File: config.mk
export PLATFORM = sky130hd
export DESIGN_NAME = sdram_rq_arbiter_flat
export DESIGN_NICKNAME = d
export VERILOG_FILES = /design/src/rtl/sdrq_pkg.sv /design/src/rtl/sdram_rq_arbiter_if.sv /design/src/rtl/sdrq_port.sv /design/src/rtl/sdram_rq_arbiter.sv /design/src/flat_wrapper.sv
export SDC_FILE = /design/constraint.sdc
export NUM_CORES = 1
export LEC_CHECK = 0
export CORE_AREA = 4 4 84 164
export CTS_BUF_LIST = sky130_fd_sc_hd__clkbuf_4
export DETAILED_ROUTE_END_ITERATION = 10
export DIE_AREA = 0 0 88 168
export GPL_TIMING_DRIVEN = 0
export SKIP_CTS_REPAIR_TIMING = 1
export SYNTH_ARGS = -nofsm -noshare
export SYNTH_HDL_FRONTEND = slang
export SYNTH_SLANG_ARGS = --single-unit
File: constraint.sdc
create_clock -name i_EMU_MCLK -period 2.25 [get_ports i_EMU_MCLK]
set_clock_uncertainty 0.1 [all_clocks]
set_input_delay 0.225 -clock i_EMU_MCLK [delete_from_list [all_inputs] [get_ports i_EMU_MCLK]]
set_output_delay 0.225 -clock i_EMU_MCLK [all_outputs]
set_load 0.05 [all_outputs]
File: src/rtl/sdrq_pkg.sv
// Shared types and constants for the SDRAM request arbiter.
package sdrq_pkg;

  typedef enum logic [1:0] {
    SDRQ_IDLE  = 2'd0,
    SDRQ_ISSUE = 2'd1,
    SDRQ_WAIT  = 2'd2
  } sdrq_state_t;

  localparam logic SDRQ_ID_CPU = 1'b0;
  localparam logic SDRQ_ID_OBJ = 1'b1;

endpackage

File: src/rtl/sdram_rq_arbiter_if.sv
// Requester and SDRAM read-port bundle; slave = arbiter view, master = environment view.
interface sdram_rq_arbiter_if #(
  parameter int ADDR_W = 17,
  parameter int SD_AW  = 24
);
  logic [ADDR_W-1:0] i_CPU_ADDR;
  logic              i_CPU_RQ_n;
  logic [7:0]        o_CPU_DATA;
  logic              o_CPU_RDY;

  logic [ADDR_W-1:0] i_OBJ_ADDR;
  logic              i_OBJ_RQ_n;
  logic [7:0]        o_OBJ_DATA;
  logic              o_OBJ_RDY;

  logic [SD_AW-1:0]  o_SD_ADDR;
  logic              o_SD_RD;
  logic              i_SD_ACK;
  logic              i_SD_DVALID;
  logic [7:0]        i_SD_DATA;

  modport slave (
    input  i_CPU_ADDR, i_CPU_RQ_n, i_OBJ_ADDR, i_OBJ_RQ_n,
    input  i_SD_ACK, i_SD_DVALID, i_SD_DATA,
    output o_CPU_DATA, o_CPU_RDY, o_OBJ_DATA, o_OBJ_RDY,
    output o_SD_ADDR, o_SD_RD
  );

  modport master (
    output i_CPU_ADDR, i_CPU_RQ_n, i_OBJ_ADDR, i_OBJ_RQ_n,
    output i_SD_ACK, i_SD_DVALID, i_SD_DATA,
    input  o_CPU_DATA, o_CPU_RDY, o_OBJ_DATA, o_OBJ_RDY,
    input  o_SD_ADDR, o_SD_RD
  );
endinterface

File: src/rtl/sdrq_port.sv
// One-entry hit cache for a single requester: cached addr/data, miss/hit compare, registered RDY.
module sdrq_port #(
  parameter int ADDR_W = 17
) (
  input  logic              clk,
  input  logic              rst_n,
  input  logic [ADDR_W-1:0] addr,
  input  logic              rq_n,
  input  logic              fill_en,
  input  logic [ADDR_W-1:0] fill_addr,
  input  logic [7:0]        fill_data,
  output logic              miss,
  output logic [7:0]        data,
  output logic              rdy
);

  logic [ADDR_W-1:0] cache_addr;
  logic              valid;
  logic              match;

  assign match = valid && (addr == cache_addr);
  assign miss  = !rq_n && !match;

  // RDY follows the pre-fill compare, so it trails a fill by one cycle.
  always_ff @(posedge clk or negedge rst_n) begin
    if (!rst_n) begin
      cache_addr <= '0;
      valid      <= 1'b0;
      data       <= '0;
      rdy        <= 1'b0;
    end else begin
      rdy <= !rq_n && match;
      if (fill_en) begin
        cache_addr <= fill_addr;
        valid      <= 1'b1;
        data       <= fill_data;
      end
    end
  end

endmodule

File: src/rtl/sdram_rq_arbiter.sv
// Shares one SDRAM read port between MAINCPU program ROM and OBJROM with per-port hit caches.
//   state       | meaning
//   SDRQ_IDLE   | no read outstanding, arbitrate between misses
//   SDRQ_ISSUE  | o_SD_RD held until the controller acks
//   SDRQ_WAIT   | command accepted, waiting for the data strobe
module sdram_rq_arbiter
  import sdrq_pkg::*;
#(
  parameter int               ADDR_W     = 17,
  parameter int               SD_AW      = 24,
  parameter logic [SD_AW-1:0] CPU_BASE   = 24'h000000,
  parameter logic [SD_AW-1:0] OBJ_BASE   = 24'h020000,
  parameter int               OBJ_MAXRUN = 4
) (
  input  logic                i_EMU_MCLK,
  input  logic                i_EMU_INITRST_n,
  sdram_rq_arbiter_if.slave   bus
);

  sdrq_state_t       state;
  logic              grant_id;
  logic [ADDR_W-1:0] grant_addr;
  logic [3:0]        run;
  logic [SD_AW-1:0]  sd_addr;
  logic              sd_rd;

  logic              cpu_miss, obj_miss;
  logic              cpu_rdy, obj_rdy;
  logic [7:0]        cpu_data, obj_data;
  logic              fill, fill_cpu, fill_obj;
  logic              pick_obj;
  logic [ADDR_W-1:0] pick_addr;
  logic [SD_AW-1:0]  pick_base;

  // ACK and DVALID together in ISSUE completes the transaction in one step.
  assign fill     = (state == SDRQ_WAIT && bus.i_SD_DVALID) ||
                    (state == SDRQ_ISSUE && bus.i_SD_ACK && bus.i_SD_DVALID);
  assign fill_cpu = fill && (grant_id == SDRQ_ID_CPU);
  assign fill_obj = fill && (grant_id == SDRQ_ID_OBJ);

  assign pick_obj  = obj_miss && !(cpu_miss && run == 4'(OBJ_MAXRUN));
  assign pick_addr = pick_obj ? bus.i_OBJ_ADDR : bus.i_CPU_ADDR;
  assign pick_base = pick_obj ? OBJ_BASE : CPU_BASE;

  sdrq_port #(.ADDR_W(ADDR_W)) u_cpu (
    .clk       (i_EMU_MCLK),
    .rst_n     (i_EMU_INITRST_n),
    .addr      (bus.i_CPU_ADDR),
    .rq_n      (bus.i_CPU_RQ_n),
    .fill_en   (fill_cpu),
    .fill_addr (grant_addr),
    .fill_data (bus.i_SD_DATA),
    .miss      (cpu_miss),
    .data      (cpu_data),
    .rdy       (cpu_rdy)
  );

  sdrq_port #(.ADDR_W(ADDR_W)) u_obj (
    .clk       (i_EMU_MCLK),
    .rst_n     (i_EMU_INITRST_n),
    .addr      (bus.i_OBJ_ADDR),
    .rq_n      (bus.i_OBJ_RQ_n),
    .fill_en   (fill_obj),
    .fill_addr (grant_addr),
    .fill_data (bus.i_SD_DATA),
    .miss      (obj_miss),
    .data      (obj_data),
    .rdy       (obj_rdy)
  );

  always_ff @(posedge i_EMU_MCLK or negedge i_EMU_INITRST_n) begin
    if (!i_EMU_INITRST_n) begin
      state      <= SDRQ_IDLE;
      grant_id   <= SDRQ_ID_CPU;
      grant_addr <= '0;
      run        <= '0;
      sd_addr    <= '0;
      sd_rd      <= 1'b0;
    end else begin
      if (!cpu_miss) run <= '0;
      case (state)
        SDRQ_IDLE: begin
          if (cpu_miss || obj_miss) begin
            grant_id   <= pick_obj ? SDRQ_ID_OBJ : SDRQ_ID_CPU;
            grant_addr <= pick_addr;
            sd_addr    <= pick_base + SD_AW'(pick_addr);
            sd_rd      <= 1'b1;
            state      <= SDRQ_ISSUE;
            if (!pick_obj)    run <= '0;
            else if (cpu_miss) run <= run + 4'd1;
          end
        end
        SDRQ_ISSUE: begin
          if (bus.i_SD_ACK) begin
            sd_rd <= 1'b0;
            state <= bus.i_SD_DVALID ? SDRQ_IDLE : SDRQ_WAIT;
          end
        end
        SDRQ_WAIT: begin
          if (bus.i_SD_DVALID) state <= SDRQ_IDLE;
        end
        default: state <= SDRQ_IDLE;
      endcase
    end
  end

  assign bus.o_SD_ADDR  = sd_addr;
  assign bus.o_SD_RD    = sd_rd;
  assign bus.o_CPU_DATA = cpu_data;
  assign bus.o_CPU_RDY  = cpu_rdy;
  assign bus.o_OBJ_DATA = obj_data;
  assign bus.o_OBJ_RDY  = obj_rdy;

endmodule

File: src/flat_wrapper.sv
// flat-port wrapper written by rule: the top's interface ports become plain ports
module sdram_rq_arbiter_flat import sdrq_pkg::*;
#(
  parameter int               ADDR_W     = 17,
  parameter int               SD_AW      = 24,
  parameter logic [SD_AW-1:0] CPU_BASE   = 24'h000000,
  parameter logic [SD_AW-1:0] OBJ_BASE   = 24'h020000,
  parameter int               OBJ_MAXRUN = 4
)
  (i_EMU_MCLK, i_EMU_INITRST_n, bus_i_CPU_ADDR, bus_i_CPU_RQ_n, bus_i_OBJ_ADDR, bus_i_OBJ_RQ_n, bus_i_SD_ACK, bus_i_SD_DVALID, bus_i_SD_DATA, bus_o_CPU_DATA, bus_o_CPU_RDY, bus_o_OBJ_DATA, bus_o_OBJ_RDY, bus_o_SD_ADDR, bus_o_SD_RD);
  sdram_rq_arbiter_if #(.ADDR_W(ADDR_W), .SD_AW(SD_AW)) bus_i ();
  input  logic i_EMU_MCLK;
  input  logic i_EMU_INITRST_n;
  input wire logic [$bits(bus_i.i_CPU_ADDR)-1:0] bus_i_CPU_ADDR;
  input wire logic [$bits(bus_i.i_CPU_RQ_n)-1:0] bus_i_CPU_RQ_n;
  input wire logic [$bits(bus_i.i_OBJ_ADDR)-1:0] bus_i_OBJ_ADDR;
  input wire logic [$bits(bus_i.i_OBJ_RQ_n)-1:0] bus_i_OBJ_RQ_n;
  input wire logic [$bits(bus_i.i_SD_ACK)-1:0] bus_i_SD_ACK;
  input wire logic [$bits(bus_i.i_SD_DVALID)-1:0] bus_i_SD_DVALID;
  input wire logic [$bits(bus_i.i_SD_DATA)-1:0] bus_i_SD_DATA;
  output wire logic [$bits(bus_i.o_CPU_DATA)-1:0] bus_o_CPU_DATA;
  output wire logic [$bits(bus_i.o_CPU_RDY)-1:0] bus_o_CPU_RDY;
  output wire logic [$bits(bus_i.o_OBJ_DATA)-1:0] bus_o_OBJ_DATA;
  output wire logic [$bits(bus_i.o_OBJ_RDY)-1:0] bus_o_OBJ_RDY;
  output wire logic [$bits(bus_i.o_SD_ADDR)-1:0] bus_o_SD_ADDR;
  output wire logic [$bits(bus_i.o_SD_RD)-1:0] bus_o_SD_RD;
  assign bus_i.i_CPU_ADDR = bus_i_CPU_ADDR;
  assign bus_i.i_CPU_RQ_n = bus_i_CPU_RQ_n;
  assign bus_i.i_OBJ_ADDR = bus_i_OBJ_ADDR;
  assign bus_i.i_OBJ_RQ_n = bus_i_OBJ_RQ_n;
  assign bus_i.i_SD_ACK = bus_i_SD_ACK;
  assign bus_i.i_SD_DVALID = bus_i_SD_DVALID;
  assign bus_i.i_SD_DATA = bus_i_SD_DATA;
  assign bus_o_CPU_DATA = bus_i.o_CPU_DATA;
  assign bus_o_CPU_RDY = bus_i.o_CPU_RDY;
  assign bus_o_OBJ_DATA = bus_i.o_OBJ_DATA;
  assign bus_o_OBJ_RDY = bus_i.o_OBJ_RDY;
  assign bus_o_SD_ADDR = bus_i.o_SD_ADDR;
  assign bus_o_SD_RD = bus_i.o_SD_RD;
  sdram_rq_arbiter #(.ADDR_W(ADDR_W), .SD_AW(SD_AW), .CPU_BASE(CPU_BASE), .OBJ_BASE(OBJ_BASE), .OBJ_MAXRUN(OBJ_MAXRUN)) u_core (.i_EMU_MCLK(i_EMU_MCLK), .i_EMU_INITRST_n(i_EMU_INITRST_n), .bus(bus_i));
endmodule
==> flow_results.org <==
** Detailed routing
- Dividing the detail-routed via count by the number of cells gives 4.667.
- Total Wirelength :: 9535 µm
- Routed length per placed instance :: 17.66 µm
- Total iterations of the first detailed-routing run :: 4
- After the first detailed-routing iteration, the DRC count stood at 102.
- The routed layout has 2520 vias.
- Number of nets with antenna violations after routing :: 0
- After detailed routing, the number of remaining DRC violations is 0.

** Critical path
- Critical Path Sink Type :: flop
- On the critical path, the stage with the largest delay is an instance of dfrtp_1.
- Most frequent cell on the critical path :: mux2_4
- The signal on the critical path passes through xnor2_1 -> nand4_1 -> nor3_2 -> a41o_2 -> o211ai_4 -> buf_12 -> mux2_4 -> mux2_4.
- The worst register-to-register path has a setup slack of -0.13 ns.
- Highest cell delay on the worst timing path :: 0.41 ns
- In this run the critical register-to-register path is captured at u_core.grant_addr[8].
- In this run the worst path has a maximum fanout of 10.
- The setup path with the least slack is of type reg -> reg.
- CP top delay family :: multiplexers
- The startpoint identified for the worst register-to-register timing path is u_core.u_cpu.cache_addr[12].
- At the worst endpoint, the required time is 2.47 ns.
- For the worst setup path, the data arrival time is 2.60 ns.
- Startpoint type of the worst setup path :: flop
- The worst register-to-register path has a depth of 8.
- Counting both buffers and inverters, the worst setup path holds a total of 1.

** Logic synthesis
- Synthesized area per cell :: 13.60 µm²
- In the synthesized netlist, the cells that appear most often are dfrtp_1, mux2_2, xnor2_1, mux2_4, nand4_1.
- dfrtp_1 is the most common cell in the netlist.
- Part of the Yosys area used for sequential elements :: 0.5209
- Cells taking the most area after synthesis :: dfrtp_1, mux2_2, xnor2_1
- Counting flops with an async set or reset pin after synthesis yields a share of 1.000.
- Synthesis inferred 79 register bits.
- Count of flip-flops with a built-in enable after synthesis :: 0
- Of the post-synthesis cell area, the dominant cell type holds 0.5209.
- During synthesis, Yosys emitted a total of 0 warnings.
- Primary flip-flop cell chosen by synthesis mapping :: dfrtp_1
- Yosys mapped the design onto 39 distinct sky130hd cell types.
- The cell count after synthesis came out at 279.
- dfrtp_1 takes more of the synthesized area than any other cell.
- After synthesis the cells add up to 3795 µm².

** Cells and area
- Flip-flop and latch area :: 1977 µm²
- Final #Nets :: 433
- Area added between synthesis and finish :: 37.19%
- Post-layout util :: 0.4147
- Summing all multi-input logic gate instances after layout gives 1841 µm².
- Fill cells in the final layout number 1216.
- Share of final-layout standard cells stronger than drive strength 1 :: 0.3660

** STA
- After routing, the total negative slack on setup checks comes to -1.948 ns.
- Of the available clock period, the critical path in the final layout requires 1.060.
- Final min period :: 2.385 ns
- Setup repair after global routing could not meet its margin everywhere.
- Worst-case setup margin in the final layout :: -0.1349 ns
- For this run, the top clock speed supported by timing is 419.3 MHz.
- Finish-stage setup viols :: 18
- The final hold violation count came to 0.
- The total count of max-transition violations in the final report is 0.
- Tightest Pin Transition :: 0.5322 ns
- Worst max-slew margin expressed relative to the limit :: 0.6441

** Placement
- Final estimated routing congestion in global placement :: 0.7815
- Port Buffer Count :: 84
- The wire-length estimate of the detail-placed layout is 7247 µm.

** Power
- Total power draw :: 7.206 mW
- Largest vdd supply drop :: 888.3 µV
- P_leak :: 2.202 nW
- In this run the power density over the cells is 1384 nW/µm².

** Clock network
- Number of H-tree levels :: 3
- Clock tree synthesis found a total of 79 sinks.
- CTS tree :: done
- Worst-skew pair later-pin latency :: 0.43 ns
- After clock tree synthesis, the clock-pin slew on the worst setup and hold paths is 0.14 ns.
- Cell chosen for the clock root :: clkbuf_4
- In this run, CTS created clock tree buffers numbering 9.
- In this run the deepest clock path goes through 2 buffers.

** Floorplan
- Core footprint :: 12550 µm²
- For this configuration, the core starts out at a cell density of 0.3023.
- Area of the die :: 14780 µm²
- Horiz. Die Dim :: 88 µm
- In this run the count of I/O pins placed on the die edge is 91.
- FP Rows :: 58
- Die Span Y :: 168 µm

** GRT
- Global routing finished with a remaining overflow of 0.
- Met2 global-route usage :: 0.2418
- The number of antenna violations at the first check in global routing was 2.
- M1 GR Usage :: 0.1480
- Global-route wire length before repair :: 14840 µm
- Entering global routing, the biggest net connects 67 pins.
- Across every metal layer, demand over resource in global routing totals 0.1336.
- Most Crowded Layer GR :: met2
- The number of global-route vias before repair is 2679.
- Met3 track demand over resource in global routing :: 0.02106

** Job
- Max Cap Viol :: 0

** Hold path
- The worst hold path belongs to the class in -> async.

** Outcome
- The flow ran to the end, but the final reports show violations.
- The checks that failed: setup timing.
==> sequential cells by signal, indices dropped and copies added, names as in the netlist, 2 cells and up <==
register,flops
u_core.u_cpu.data,8
u_core.u_obj.cache_addr,17
u_core.bus.o_SD_ADDR,2
u_core.run,4
u_core.grant_addr,16
u_core.u_cpu.cache_addr,17
u_core.state,2
u_core.u_obj.data,8
==> layer usage <==
metal,share of wire,up-vias
li1,-,1183
met1,0.38,1257
met2,0.56,65
met3,0.037,15
met4,0.026,0
met5,0,-
==> layout make-up <==
class	instances	share of cell area
Buffer	16	0.02499
Clock inverter	7	0.01418
Inverter	7	0.005047
Timing Repair Buffer	89	0.1726
Antenna cell	2	0.0009613
Clock buffer	9	0.01298
Sequential cell	79	0.3797
Multi-Input combinational cell	181	0.3535
Tap cell	150	0.03605
==> per-stage QoR <==
stage	hold slack (ns)	setup slack (ns)	area [µm²]	instances
floorplan	-0.1706	0.09823	3814	284
global placement	0.3676	-2.009	4842	518
detailed placement	-0.001218	-0.6026	4867	519
CTS	-0.4979	-0.3417	5009	535
global route	0.06277	-0.2185	5206	540
finish	0.07131	-0.1349	5206	540
==> placed cells by master, fill, tap and decap left out, types with 2 or more instances in the layout <==
cell             count
xnor2_2             14
clkdlybuf4s50_1     83
inv_1                7
or2_2                2
clkbuf_4             9
mux2_2              62
dfrtp_1             79
nand2_1              7
or3_1                3
ha_1                 2
nor2b_1              2
buf_6                3
diode_2              2
nor2_1               2
conb_1               6
xor2_1               5
nand4_1             11
clkinvlp_4           3
nor3_1               2
a21oi_1              3
clkinv_4             2
mux2_4              22
xnor2_1             15
clkbuf_2             4
buf_4               11
o21ai_0              2
nand3_1              3
==> cell families after synthesis <==
group / share of synthesized area
multiplexers: 0.2641
flip-flops: 0.5209
AND/OR/NAND/NOR: 0.06627
XOR/XNOR: 0.07847
buffers and inverters: 0.03528
AO/OA/AOI/OAI: 0.02737
adder cells (fa/ha/maj): 0.006593
other: 0.0009882
==> report_power, final <==
part	switching [mW]	internal (mW)
Clock	0.516	0.338
Combinational	2.04	1.70
Sequential	0.525	2.08
==> how the worst max path moves through the flow <==
stage / slack, ns / cells past startpoint / to / startpoint
floorplan: 0.1 / 7 / u_core.grant_addr[2] / u_core.u_cpu.cache_addr[13]
global placement: -2.01 / 1 / u_core.u_cpu.data[1] / i_EMU_INITRST_n
detailed placement: -0.60 / 9 / u_core.grant_addr[8] / bus_i_CPU_ADDR[12]
CTS: -0.34 / 5 / u_core.u_cpu.cache_addr[9] / u_core.state[0]
global route: -0.22 / 8 / u_core.grant_addr[15] / u_core.u_obj.cache_addr[16]
finish: -0.13 / 8 / u_core.grant_addr[8] / u_core.u_cpu.cache_addr[12]
(Power assumes the default switching activity.)
